### src/rtl/ecc_scrub_controller_pkg.sv
// Shared constants, FSM state encoding and a saturating-count helper
// for the ECC scrub controller.
package ecc_scrub_controller_pkg;

    localparam int ADDR_W = 4;
    localparam int DATA_W = 8;
    localparam logic [7:0] COUNT_MAX = 8'd255;

    typedef enum logic [2:0] {
        IDLE      = 3'd0,
        HOST_RD   = 3'd1,
        SCRUB_RD  = 3'd2,
        SCRUB_CHK = 3'd3,
        SCRUB_WB  = 3'd4
    } state_e;

    function automatic logic [7:0] sat_inc(input logic [7:0] value);
        if (value == COUNT_MAX) begin
            sat_inc = COUNT_MAX;
        end else begin
            sat_inc = value + 8'd1;
        end
    endfunction

endpackage

### src/rtl/ecc_scrub_controller_timer.sv
// Scrub interval timer: launches at most one pending scrub step per
// interval while scrubbing is enabled.
module ecc_scrub_timer #(
    parameter int SCRUB_INTERVAL = 256
) (
    input  logic clk,
    input  logic rst,
    input  logic scrub_enable,
    input  logic launch,
    output logic scrub_pending
);

    localparam logic [15:0] LAST_COUNT = 16'(SCRUB_INTERVAL - 1);

    logic [15:0] count_r;
    logic        pending_r;
    logic        wrap_s;

    assign wrap_s        = scrub_enable && (count_r == LAST_COUNT);
    assign scrub_pending = pending_r;

    // Interval counter; parked at zero while scrubbing is disabled.
    always_ff @(posedge clk or posedge rst) begin
        if (rst) begin
            count_r <= 16'd0;
        end else if (!scrub_enable || wrap_s) begin
            count_r <= 16'd0;
        end else begin
            count_r <= count_r + 16'd1;
        end
    end

    // Pending flag; a launch wins over a coincident wrap, so that wrap is dropped.
    always_ff @(posedge clk or posedge rst) begin
        if (rst) begin
            pending_r <= 1'b0;
        end else if (!scrub_enable || launch) begin
            pending_r <= 1'b0;
        end else if (wrap_s) begin
            pending_r <= 1'b1;
        end else begin
            pending_r <= pending_r;
        end
    end

endmodule

### src/rtl/ecc_scrub_controller.sv
// Host access arbiter plus background scrubber for a small ECC-protected
// memory; corrected words found by scrubbing are written back.
module ecc_scrub_controller
    import ecc_scrub_controller_pkg::*;
#(
    parameter int SCRUB_INTERVAL = 256,
    parameter int DEPTH          = 16
) (
    input  logic              clk,
    input  logic              rst,
    input  logic              host_req,
    input  logic              host_we,
    input  logic [ADDR_W-1:0] host_addr,
    input  logic [DATA_W-1:0] host_wdata,
    output logic              host_ack,
    output logic [DATA_W-1:0] host_rdata,
    output logic              host_err_corrected,
    input  logic              scrub_enable,
    output logic              mem_wr_en,
    output logic [ADDR_W-1:0] mem_addr,
    output logic [DATA_W-1:0] mem_wdata,
    input  logic [DATA_W-1:0] mem_rdata,
    input  logic              mem_err_corrected,
    output logic              scrub_busy,
    output logic [7:0]        corrected_count,
    output logic [ADDR_W-1:0] last_err_addr
);

    state_e              state_r, state_s;
    logic [ADDR_W-1:0]   scrub_ptr_r, next_ptr_s;
    logic [DATA_W-1:0]   scrub_data_r, rd_data_r;
    logic                scrub_flag_r, rd_corr_r, rd_ack_r, busy_r;
    logic [7:0]          count_r;
    logic [ADDR_W-1:0]   last_err_r;
    logic                launch_s, pending_s, host_go_s, wr_ack_s;
    logic                mem_wr_en_s;
    logic [ADDR_W-1:0]   mem_addr_s;
    logic [DATA_W-1:0]   mem_wdata_s;

    ecc_scrub_timer #(.SCRUB_INTERVAL(SCRUB_INTERVAL)) u_timer (
        .clk           (clk),
        .rst           (rst),
        .scrub_enable  (scrub_enable),
        .launch        (launch_s),
        .scrub_pending (pending_s)
    );

    // The request is still high during a read's ack cycle; it must not start a second access.
    assign host_go_s  = host_req && !rd_ack_r;
    assign next_ptr_s = (scrub_ptr_r == ADDR_W'(DEPTH - 1)) ? {ADDR_W{1'b0}} : scrub_ptr_r + 4'd1;

    assign host_ack           = wr_ack_s | rd_ack_r;
    assign host_rdata         = rd_data_r;
    assign host_err_corrected = rd_corr_r;
    assign mem_wr_en          = mem_wr_en_s;
    assign mem_addr           = mem_addr_s;
    assign mem_wdata          = mem_wdata_s;
    assign scrub_busy         = busy_r;
    assign corrected_count    = count_r;
    assign last_err_addr      = last_err_r;

    // Next-state and memory-port decode; everything is held quiet during reset.
    always_comb begin
        state_s     = state_r;
        launch_s    = 1'b0;
        wr_ack_s    = 1'b0;
        mem_wr_en_s = 1'b0;
        mem_addr_s  = {ADDR_W{1'b0}};
        mem_wdata_s = {DATA_W{1'b0}};
        if (rst) begin
            state_s = IDLE;
        end else begin
            case (state_r)
                IDLE: begin
                    if (host_go_s && host_we) begin
                        mem_wr_en_s = 1'b1;
                        mem_addr_s  = host_addr;
                        mem_wdata_s = host_wdata;
                        wr_ack_s    = 1'b1;
                    end else if (host_go_s) begin
                        mem_addr_s = host_addr;
                        state_s    = HOST_RD;
                    end else if (pending_s) begin
                        mem_addr_s = scrub_ptr_r;
                        launch_s   = 1'b1;
                        state_s    = SCRUB_RD;
                    end else begin
                        state_s = IDLE;
                    end
                end
                HOST_RD: begin
                    mem_addr_s = host_addr;
                    state_s    = IDLE;
                end
                SCRUB_RD: begin
                    mem_addr_s = scrub_ptr_r;
                    state_s    = SCRUB_CHK;
                end
                SCRUB_CHK: begin
                    mem_addr_s = scrub_ptr_r;
                    state_s    = scrub_flag_r ? SCRUB_WB : IDLE;
                end
                SCRUB_WB: begin
                    mem_wr_en_s = 1'b1;
                    mem_addr_s  = scrub_ptr_r;
                    mem_wdata_s = scrub_data_r;
                    state_s     = IDLE;
                end
                default: begin
                    state_s = IDLE;
                end
            endcase
        end
    end

    // State register, read/scrub capture registers and scrub statistics.
    always_ff @(posedge clk or posedge rst) begin
        if (rst) begin
            state_r      <= IDLE;
            busy_r       <= 1'b0;
            rd_ack_r     <= 1'b0;
            rd_data_r    <= {DATA_W{1'b0}};
            rd_corr_r    <= 1'b0;
            scrub_data_r <= {DATA_W{1'b0}};
            scrub_flag_r <= 1'b0;
            scrub_ptr_r  <= {ADDR_W{1'b0}};
            count_r      <= 8'd0;
            last_err_r   <= {ADDR_W{1'b0}};
        end else begin
            state_r  <= state_s;
            busy_r   <= (state_s == SCRUB_RD) || (state_s == SCRUB_CHK) || (state_s == SCRUB_WB);
            rd_ack_r <= (state_r == HOST_RD);
            if (state_r == HOST_RD) begin
                rd_data_r <= mem_rdata;
                rd_corr_r <= mem_err_corrected;
            end
            if (state_r == SCRUB_RD) begin
                scrub_data_r <= mem_rdata;
                scrub_flag_r <= mem_err_corrected;
            end
            if (((state_r == SCRUB_CHK) && !scrub_flag_r) || (state_r == SCRUB_WB)) begin
                scrub_ptr_r <= next_ptr_s;
            end
            if (state_r == SCRUB_WB) begin
                count_r    <= sat_inc(count_r);
                last_err_r <= scrub_ptr_r;
            end
        end
    end

endmodule

### config.mk
export PLATFORM = sky130hd
export DESIGN_NAME = ecc_scrub_controller
export DESIGN_NICKNAME = d
export VERILOG_FILES = /design/src/rtl/ecc_scrub_controller_pkg.sv /design/src/rtl/ecc_scrub_controller_timer.sv /design/src/rtl/ecc_scrub_controller.sv
export SDC_FILE = /design/constraint.sdc
export NUM_CORES = 1
export LEC_CHECK = 0
export ABC_CLOCK_PERIOD_IN_PS = 2100
export CAP_MARGIN = 20
export CORE_ASPECT_RATIO = 0.5
export CORE_UTILIZATION = 45
export CTS_BUF_LIST = sky130_fd_sc_hd__clkbuf_16
export CTS_CLUSTER_DIAMETER = 120
export DETAILED_ROUTE_END_ITERATION = 8
export PLACE_DENSITY = 0.76
export SYNTH_ARGS = -nofsm -noshare
export SYNTH_HDL_FRONTEND = slang
export SYNTH_HIERARCHICAL = 1
export SYNTH_SLANG_ARGS = --single-unit
### constraint.sdc
create_clock -name clk -period 2.1 [get_ports clk]
set_input_delay 0.21 -clock clk [delete_from_list [all_inputs] [get_ports clk]]
set_output_delay 0.21 -clock clk [all_outputs]
set_load 0.1 [all_outputs]
==> out/metrics.cfg, run 1 <==
[sta]
tightest_slew_ns=0.6494
max_freq_ghz=0.4942
final_hold_viol_count=0
min_period_over_period_pct=96.35
grt_setup_unrepaired=no
setup-violations-final=0
fin_crit_ns=2.023
slew_violations=0
setup_ws_ns=0.07661
slew_headroom_pct=56.66
whs_ns=0.4987
finClkSkew_ns=0.003138

[synth]
yosys_register_bits=56
avgSynthCellArea_um2=11.30
yosys_warnings=6
yosys.cell_count.top_type=dfrtp_1
synth_area_um2=2711
synth-edff-count=0
ys_types=47
synth-seq-area-share_pct=51.68
synthesis.nets=269
synthFlopType=dfrtp_1
netlist_instances=240
synth_top_area_share_pct=51.68
synth.top_cells.by_count=56 x dfrtp_1, 33 x nor2_1, 23 x mux2_2, 10 x nand2_1
synth_area_leaders=dfrtp_1 52%, mux2_2 9.6%, nor2_1 4.6%
async_flop_share_pct=100.0
synth_top_area_cell=dfrtp_1

[status]
outcome=complete, no violations

[route]
wl_per_cell_um=16.04
final_antenna_net_count=0
drc_errors=0
wl_um=6207
firstDrtPassIters=4
via_per_inst=5.506
vias=2131
initialDrtViolationCount=97

[setup_path]
cp-start-kind=register
worst_setup_path_end_kind=primary output
arrival_ns=1.81
crit_start=state_r[0]$_DFF_PP0_
rr_startpoint=u_timer/count_r[12]$_DFF_PP0_
cp_max_fo=7
reg2reg_to=u_timer/count_r[12]$_DFF_PP0_
crit_required_ns=1.89
worst-setup-path-type=reg2out
r2r_cells=4
reg2reg_slack_ns=0.16

[placement]
preCtsSetupSlack_ns=0.02632
gp_congestion=0.8323
io_buffer_count=61
dp_hpwl_um=4427

[cts]
cts_root_buffer=clkbuf_16
cts_sinks=56
tritoncts=built
numCtsBuffers=5
clock_path_buffers=2
cts_hold_buffers=0
cts.clk_slew.worst_paths_ns=0.07
htree_levels=2
insertion_delay_ns=0.29

[power_and_ir_drop]
p_sw_share_pct=33.66
ir_drop_uv=517.0
total_power_mw=2.685
switchingPower_mw=0.9039
p_leak_nw=1.679
power_frac_comb_pct=26.2
power.density_nw_per_um2=717.0
pwr-share-seq_pct=44.3
power.internal_mw=1.781
pwr-share-clk_pct=29.5

[final_layout]
fin_nets=342
drive_gt1_share_pct=34.71
diodes=0
area_delta_synth_final_pct=38.12
nFillCells=421

[floorplanning]
start_util_pct=48.12
die_area_um2=6358
die_w_um=111.8
num_rows=19
fp.dieH_um=56.89
io_pins=62
coreArea_um2=5634

[flow_run]
maxCapViolations=0

[global_routing]
grt_antenna_before_repair=0
grt_max_degree=40
grtUsageTotal_pct=20.77
grt_pass1_vias=2203
grt_pass1_wl_um=10180
overflow=0

[min_path]
hold_start=u_timer/count_r[0]$_DFF_PP0_
hold_depth=1
min_path_type=reg2reg
whs_endpoint=u_timer/count_r[0]$_DFF_PP0_

-- routing by layer --
metal | wire length [µm] | GRT usage [%] | vias to the layer above
li1 | - | - | 1016
met1 | 2729 | 24.44 | 1059
met2 | 3097 | 34.87 | 43
met3 | 248 | 6.263 | 13
met4 | 131 | 10.62 | 0
met5 | 0 | 0 | -
-- area by class of cell --
type	instances	area [µm²]	area share, %
inverter	6	26.28	0.7016
clock inverter	3	11.26	0.3007
sequential	56	1408	37.59
clock buffer	5	125.1	3.341
tap	73	91.34	2.439
multi-input combinational	171	1285	34.31
timing repair buffer	73	798.3	21.32
-- worst max-delay path by stage --
stage / to / cells after the start
floorplan: mem_wdata[1] / 6
global placement: mem_addr[2] / 5
detailed placement: mem_addr[1] / 5
CTS: mem_addr[1] / 4
global route: mem_wr_en / 6
finish: mem_addr[1] / 4
-- critical path: stages (launching register included) --
cell	delay, ns
dfrtp_2	0.47
inv_1	0.17
a2111oi_4	0.46
a22o_2	0.25
buf_12	0.17
-- cell families (layout without fill, tap and decap cells) --
kind of cell / Yosys count / count (layout) / share of synthesized area (%)
DFF: 56 / 56 / 51.68
muxes: 25 / 25 / 10.48
AOI/OAI and AO/OA: 35 / 35 / 9.229
and+or+nand+nor: 93 / 93 / 19.61
xor gates and xnor gates: 15 / 15 / 4.846
adders and majority gates: 3 / 3 / 1.385
buffers and inverters: 13 / 87 / 2.768
-- state kept, by name, indices dropped and copies added (netlist names) --
signal                 count
scrub_flag_r               1
u_timer/scrub_pending      1
host_rdata                 8
host_err_corrected         1
last_err_addr              4
u_timer/count_r           16
scrub_busy                 1
state_r                    3
rd_ack_r                   1
scrub_ptr_r                4
scrub_data_r               8
corrected_count            8
-- power by group through the flow --
stage,Sequential [mW],Clock [mW],Combinational [mW]
3_5_place_dp,1.21,0,0.703
3_3_place_gp,1.20,0,0.695
5_1_grt,1.20,0.858,0.731
2_1_floorplan,1.50,0,0.197
6_report,1.19,0.792,0.704
4_1_cts,1.19,0.815,0.706
-- cells in the final DEF, fill, tap and decap left out, types with 2 or more instances in the layout --
| master | synthesis | layout |
|---|---|---|
| clkdlybuf4s50_1 | 0 | 25 |
| dfrtp_1 | 56 | 51 |
| and3_1 | 5 | 5 |
| buf_4 | 2 | 33 |
| nor2_1 | 33 | 24 |
| and4_1 | 3 | 3 |
| buf_12 | 0 | 15 |
| o21ai_0 | 3 | 3 |
| a31oi_1 | 2 | 2 |
| a22oi_1 | 8 | 8 |
| nor2_2 | 0 | 9 |
| nand4_1 | 7 | 7 |
| inv_1 | 6 | 7 |
| nand2_1 | 10 | 9 |
| or4_1 | 2 | 2 |
| a22o_2 | 0 | 4 |
| xor2_1 | 6 | 6 |
| nor3b_2 | 2 | 2 |
| nand2_2 | 1 | 2 |
| and2_1 | 2 | 2 |
| xnor2_1 | 9 | 9 |
| nor3_1 | 4 | 4 |
| ha_1 | 3 | 3 |
| a21oi_1 | 8 | 7 |
| nor4_1 | 5 | 5 |
| clkbuf_16 | 0 | 5 |
| mux2_2 | 23 | 23 |
| nand3_1 | 9 | 9 |
| dfrtp_2 | 0 | 5 |
| o21a_1 | 2 | 2 |
-- metrics by stage --
step | cells | util [%] | area (µm²) | TNS [ns]
2_1_floorplan | 240 | - | 2749 | -0.6651
3_3_place_gp | 373 | 62.62 | 3528 | 0
3_5_place_dp | 373 | 62.62 | 3528 | 0
4_1_cts | 381 | 65.33 | 3681 | 0
5_1_grt | 387 | 66.47 | 3745 | 0
6_report | 387 | 66.47 | 3745 | 0
-- what timing repair did --
item                       in CTS  in global routing
pin swaps                       0                  1
gates resized for setup         4                  2
buffers inserted                0                  6
setup endpoints to repair      12                  8
Note: power is estimated with default switching activity, not from simulation.
==> inputs of run 2 (changes only) <==
--- a/config.mk
+++ b/config.mk
@@ -8,11 +8,13 @@
 export ABC_CLOCK_PERIOD_IN_PS = 2100
 export CAP_MARGIN = 20
 export CORE_ASPECT_RATIO = 0.5
-export CORE_UTILIZATION = 45
+export CORE_UTILIZATION = 50
 export CTS_BUF_LIST = sky130_fd_sc_hd__clkbuf_16
 export CTS_CLUSTER_DIAMETER = 120
 export DETAILED_ROUTE_END_ITERATION = 8
-export PLACE_DENSITY = 0.76
+export DONT_BUFFER_PORTS = 1
+export PLACE_DENSITY = 0.68
+export SLEW_MARGIN = 20
 export SYNTH_ARGS = -nofsm -noshare
 export SYNTH_HDL_FRONTEND = slang
 export SYNTH_HIERARCHICAL = 1
==> out/metrics.cfg, run 2 (synthesized netlist as in run 1, its figures left out) <==
[status]
outcome=complete, no violations  ; unchanged

[placement]
gp_congestion=0.8663  ; was 0.8323
preCtsSetupSlack_ns=0.1741  ; was 0.02632 ns
placed_cells=345  ; was 373
dp_hpwl_um=4283  ; was 4427 µm
io_buffer_count=0  ; was 61

[global_routing]
grt_pass1_vias=1992  ; was 2203
grt_antenna_before_repair=0  ; unchanged
use_met1_pct=25.48  ; was 24.44%
grt_pass1_wl_um=9411  ; was 10180 µm
use_met2_pct=39.07  ; was 34.87%
grtUsageMet3_pct=6.174  ; was 6.263%
busiest_layer=met2  ; unchanged
grtUsageTotal_pct=21.50  ; was 20.77%
grt_max_degree=40  ; unchanged
overflow=0  ; unchanged

[min_path]
hold_depth=1  ; unchanged
hold_start=scrub_enable  ; was u_timer/count_r[0]$_DFF_PP0_
min_path_type=in2reg  ; was reg2reg
whs_endpoint=u_timer/count_r[2]$_DFF_PP0_  ; was u_timer/count_r[0]$_DFF_PP0_

[route]
wl_per_cell_um=16.38  ; was 16.04 µm
final_antenna_net_count=0  ; unchanged
vias=2026  ; was 2131
initialDrtViolationCount=79  ; was 97
drc_errors=0  ; unchanged
firstDrtPassIters=4  ; unchanged
wl_um=5895  ; was 6207 µm
via_per_inst=5.628  ; was 5.506

[power_and_ir_drop]
total_power_mw=2.788  ; was 2.685 mW
p_leak_nw=1.583  ; was 1.679 nW
ir_drop_uv=620.0  ; was 517.0 µV
power.density_nw_per_um2=794.0  ; was 717.0 nW/µm²

[setup_path]
worst-path-buf-inv=1  ; was 2
critPathMaxStageDelay_ns=0.52  ; was 0.47 ns
cp_max_fo=12  ; was 7
crit_path_cell_trace=nor2_1 > nand2_2 > o21ai_1 > a22o_2 > buf_12  ; was inv_1 > a2111oi_4 > a22o_2 > buf_12
reg2reg_to=u_timer/count_r[11]$_DFF_PP0_  ; was u_timer/count_r[12]$_DFF_PP0_
cp-start-kind=register  ; unchanged
reg2reg_slack_ns=0.15  ; was 0.16 ns
worst-setup-path-type=reg2out  ; unchanged
crit_required_ns=1.89  ; about the same
r2r_cells=4  ; unchanged
worst_setup_path_end_kind=primary output  ; unchanged
rr_startpoint=u_timer/count_r[12]$_DFF_PP0_  ; unchanged
critPathTopFamily=flip-flops  ; was compound AO/OA/AOI/OAI gates
cp_slowest_cell=dfrtp_2  ; unchanged
arrival_ns=1.79  ; was 1.81 ns

[flow_run]
maxCapViolations=0  ; unchanged

[floorplanning]
coreArea_um2=5067  ; was 5634 µm²
die_w_um=106.1  ; was 111.8 µm
start_util_pct=53.51  ; was 48.12%
fp.dieH_um=54.07  ; was 56.89 µm
io_pins=62  ; unchanged
die_area_um2=5739  ; was 6358 µm²
num_rows=18  ; was 19

[sta]
finClkSkew_ns=0.005334  ; was 0.003138 ns
setup_ws_ns=0.09980  ; was 0.07661 ns
grt_setup_unrepaired=no  ; unchanged
setup_tns_ns=0  ; unchanged
final_hold_viol_count=0  ; unchanged
slew_headroom_pct=58.51  ; was 56.66%
tightest_slew_ns=0.6167  ; was 0.6494 ns
max_freq_ghz=0.5000  ; was 0.4942 GHz
min_period_over_period_pct=95.25  ; was 96.35%
slew_violations=0  ; unchanged
setup-violations-final=0  ; unchanged
fin_crit_ns=2.000  ; was 2.023 ns

[cts]
tritoncts=built  ; unchanged
insertion_delay_ns=0.29  ; about the same
numCtsBuffers=5  ; unchanged
cts_sinks=56  ; unchanged
cts_root_buffer=clkbuf_16  ; unchanged
clock_path_buffers=2  ; unchanged
htree_levels=2  ; unchanged
cts.clk_slew.worst_paths_ns=0.07  ; about the same

[final_layout]
largest_register_ff_count=16  ; unchanged
diodes=0  ; unchanged
regMostFlops=u_timer/count_r  ; unchanged
mostFrequentLayoutCells=51 x dfrtp_1, 34 x buf_4, 25 x nor2_1  ; was 51 x dfrtp_1, 33 x buf_4, 25 x clkdlybuf4s50_1
area_delta_synth_final_pct=29.49  ; was 38.12%
multi_input_comb_area_um2=1281  ; was 1285 µm²
regArea_um2=1408  ; unchanged
fin_nets=318  ; was 342
final_common_cell=dfrtp_1  ; unchanged
final_cells=360  ; was 387
nFillCells=365  ; was 421
fin_util_pct=69.28  ; was 66.47%
drive_gt1_share_pct=38.28  ; was 34.71%

## run 2: area by class of cell
class	count	share of cell area [%]
Sequential cell	56	40.09
Multi-Input combinational cell	171	36.49
Timing Repair Buffer	49	15.29
Clock buffer	5	3.564
Tap cell	70	2.495
Clock inverter	3	1.319
Inverter	6	0.7484
## run 2: how the worst max path moves through the flow
| stage | start | endpoint | slack [ns] | cells past startpoint |
|---|---|---|---|---|
| finish | state_r[1]$_DFF_PP0_ | mem_addr[3] | 0.1 | 5 |
| global route | state_r[1]$_DFF_PP0_ | mem_addr[3] | 0.006 | 5 |
| CTS | rd_ack_r$_DFF_PP0_ | mem_wdata[7] | 0.05 | 6 |
| detailed placement | u_timer/count_r[12]$_DFF_PP0_ | u_timer/count_r[11]$_DFF_PP0_ | 0.17 | 4 |
| global placement | u_timer/count_r[12]$_DFF_PP0_ | u_timer/count_r[13]$_DFF_PP0_ | 0.23 | 4 |
| floorplan | state_r[0]$_DFF_PP0_ | mem_wdata[1] | -0.11 | 6 |
## run 2: worst register-to-register path, stage by stage (launching register included)
cell and delay [ns]:
dfrtp_1 0.43, or4_1 0.54, or4_4 0.51, nand2_2 0.25, nor2_1 0.10
## run 2: repair_timing
item	CTS	global route
resized for setup	4	2
pin swaps	1	2
hold endpoints to repair	58	0
hold buffers	1	0
buffers inserted	1	5
endpoints found under the setup margin	12	11
## run 2: metal layers
| metal | vias up | part of all wire (%) | wire, µm |
|---|---|---|---|
| met2 | 58 | 51 | 3029 |
| met4 | 0 | 1.1 | 62 |
| li1 | 969 | - | - |
| met1 | 993 | 41 | 2436 |
| met3 | 6 | 6.2 | 367 |
| met5 | - | 0 | 0 |
## run 2: stage by stage
stage / hold slack, ns / cell area, µm²
global placement: 0.2007 / 3262
detailed placement: 0.2164 / 3262
floorplan: 0.1361 / 2749
finish: 0.04698 / 3511
global route: 0.05170 / 3511
CTS: 0.04406 / 3467
## run 2: report_power, final
group          leakage [nW]  switching [mW]  total (mW)  internal (mW)
registers             0.747          0.0311        1.17           1.14
clock network        0.0804           0.386       0.953          0.567
logic                 0.756           0.496       0.660          0.164
==> RTL edit: new RTL, flow settings as in run 2 <==
Re-encode `state_e` (5 states) as one-hot, 5 bits wide.
--- a/src/rtl/ecc_scrub_controller_pkg.sv
+++ b/src/rtl/ecc_scrub_controller_pkg.sv
@@ -7,10 +7,10 @@
     localparam logic [7:0] COUNT_MAX = 8'd255;
 
-    typedef enum logic [2:0] {
-        IDLE      = 3'd0,
-        HOST_RD   = 3'd1,
-        SCRUB_RD  = 3'd2,
-        SCRUB_CHK = 3'd3,
-        SCRUB_WB  = 3'd4
+    typedef enum logic [4:0] {
+        IDLE      = 5'b00001,
+        HOST_RD   = 5'b00010,
+        SCRUB_RD  = 5'b00100,
+        SCRUB_CHK = 5'b01000,
+        SCRUB_WB  = 5'b10000
     } state_e;
 
Formal check against the unedited RTL: same outputs for any inputs over 10 cycles, from zero or initial values and one cycle with rst high; not proved beyond that.
==> RTL edit against run 2 <==
- the flow now finishes with violations (setup timing)
- routed wire length rose by 23%
- critical endpoint unchanged
- cell area grew 17%
- total power increased by 19%
- synthesized area up 9.6%
- largest cell class is now multi-input gates
- setup slack worse by 180 ps
- sequential cell count grew 2
- global-route usage up 3.2 points
- sequential share of layout area is 4.7 points lower
- die area grew 9.3%
==> RTL edit: results (changes against run 2) <==
final net count=378 (+19%); DRT iter0 DRCs=149 (+89%); die area=0.00627 mm^2 (+9.3%); Flop pwr share=36.9% (-5.2 points); Max H-tree Level=3 (+1); Comb pwr share=24.3% (+0.6 points); DR WL met2=3550 um (+17%); DR vias=2462 (+22%); Post-Route Setup TNS=-626 ps (-626 ps); met2 Usage GRT=40.8% (+1.7 points); RePlAce Congestion=0.811 (-6.4%); final setup violation count=12 (+12); Worst Skew=6.86 ps (+1.53 ps); Worst-path clk slew=50 ps (-20 ps); CP Max Fanout=6 (-6); Psw=1130 uW (+24%); leak pwr=0.00183 uW (+15%); Seq/Total Area, Yosys=48.9% (-2.8 points); fin worst setup slack=-75.8 ps (-176 ps); met3 WL=417 um (+14%); Clk Latency, worst-skew pair=330 ps (+40 ps); clk tree area frac=6.38% (+1.5 points); largest net degree at the start of global routing=27 (-33%); failing checks=setup timing; inverter count=5 (-1); Signal buffers=60 (+22%); Multi-input gate area=0.00162 mm^2 (+26%); global-route wire length before repair=11900 um (+27%); all-layer global routing usage=24.7% (+3.2 points); detailed placement HPWL=4880 um (+14%); syn_nets=318 (+18%); outcome=finished with violations; met1 Use GR=30.7% (+5.2 points); met3 Usage GRT=7.56% (+1.4 points); Slew HR=58.3% (-0.18 points); ranking of synthesized cells by area=dfrtp_1 48%, mux2_2 7.2%, nor2_1 4.3%; post-placement cell count=403 (+17%); Critical Path AT=1970 ps (+180 ps); Worst IR Drop VDD=0.745 mV (+20%); most frequent cells after synthesis=57 x dfrtp_1, 34 x nor2_1, 30 x nand2_1; post-CTS setup buffers=5 (+4); # fillers=389 (+6.6%); max incr delay on CP=590 ps (+70 ps); routed length per instance=16.9 um (+3.4%); sequential cell area share=35.4% (-4.7 points); wl on met1=3170 um (+30%)
[RTL edit: cell count changes in the layout (fill, tap and decap cells not counted), moves of 7 or more]
cell and change:
a22oi_1 -8, a22oi_2 +8, buf_4 +7, nand2_1 +21, nor2_2 -8, nor2_4 +11
[RTL edit: kinds of logic after synthesis]
kind of cell    after synthesis  synth area share, %
simple gates                134                 24.6
fa+ha+maj                     3                 1.26
mux                          20                 7.54
flops                        58                 48.9
compound gates               38                 8.84
xor+xnor                     20                 5.89
buf+inv                      16                 2.95
[RTL edit: metrics by stage]
stage / power, uW / util (%) / setup WS [ps] / instance area, um^2 / hold slack, ps
2_1_floorplan: 1830 / - / 9.85 / 3060 / 136
3_5_place_dp: 2020 / 65.3 / 136 / 3660 / 209
4_1_cts: 3320 / 71.8 / -63.6 / 4030 / 2.09
5_1_grt: 3420 / 73.1 / -164 / 4100 / 19.5
3_3_place_gp: 2000 / 65.3 / 170 / 3660 / 201
6_report: 3310 / 73.1 / -75.8 / 4100 / 13.2
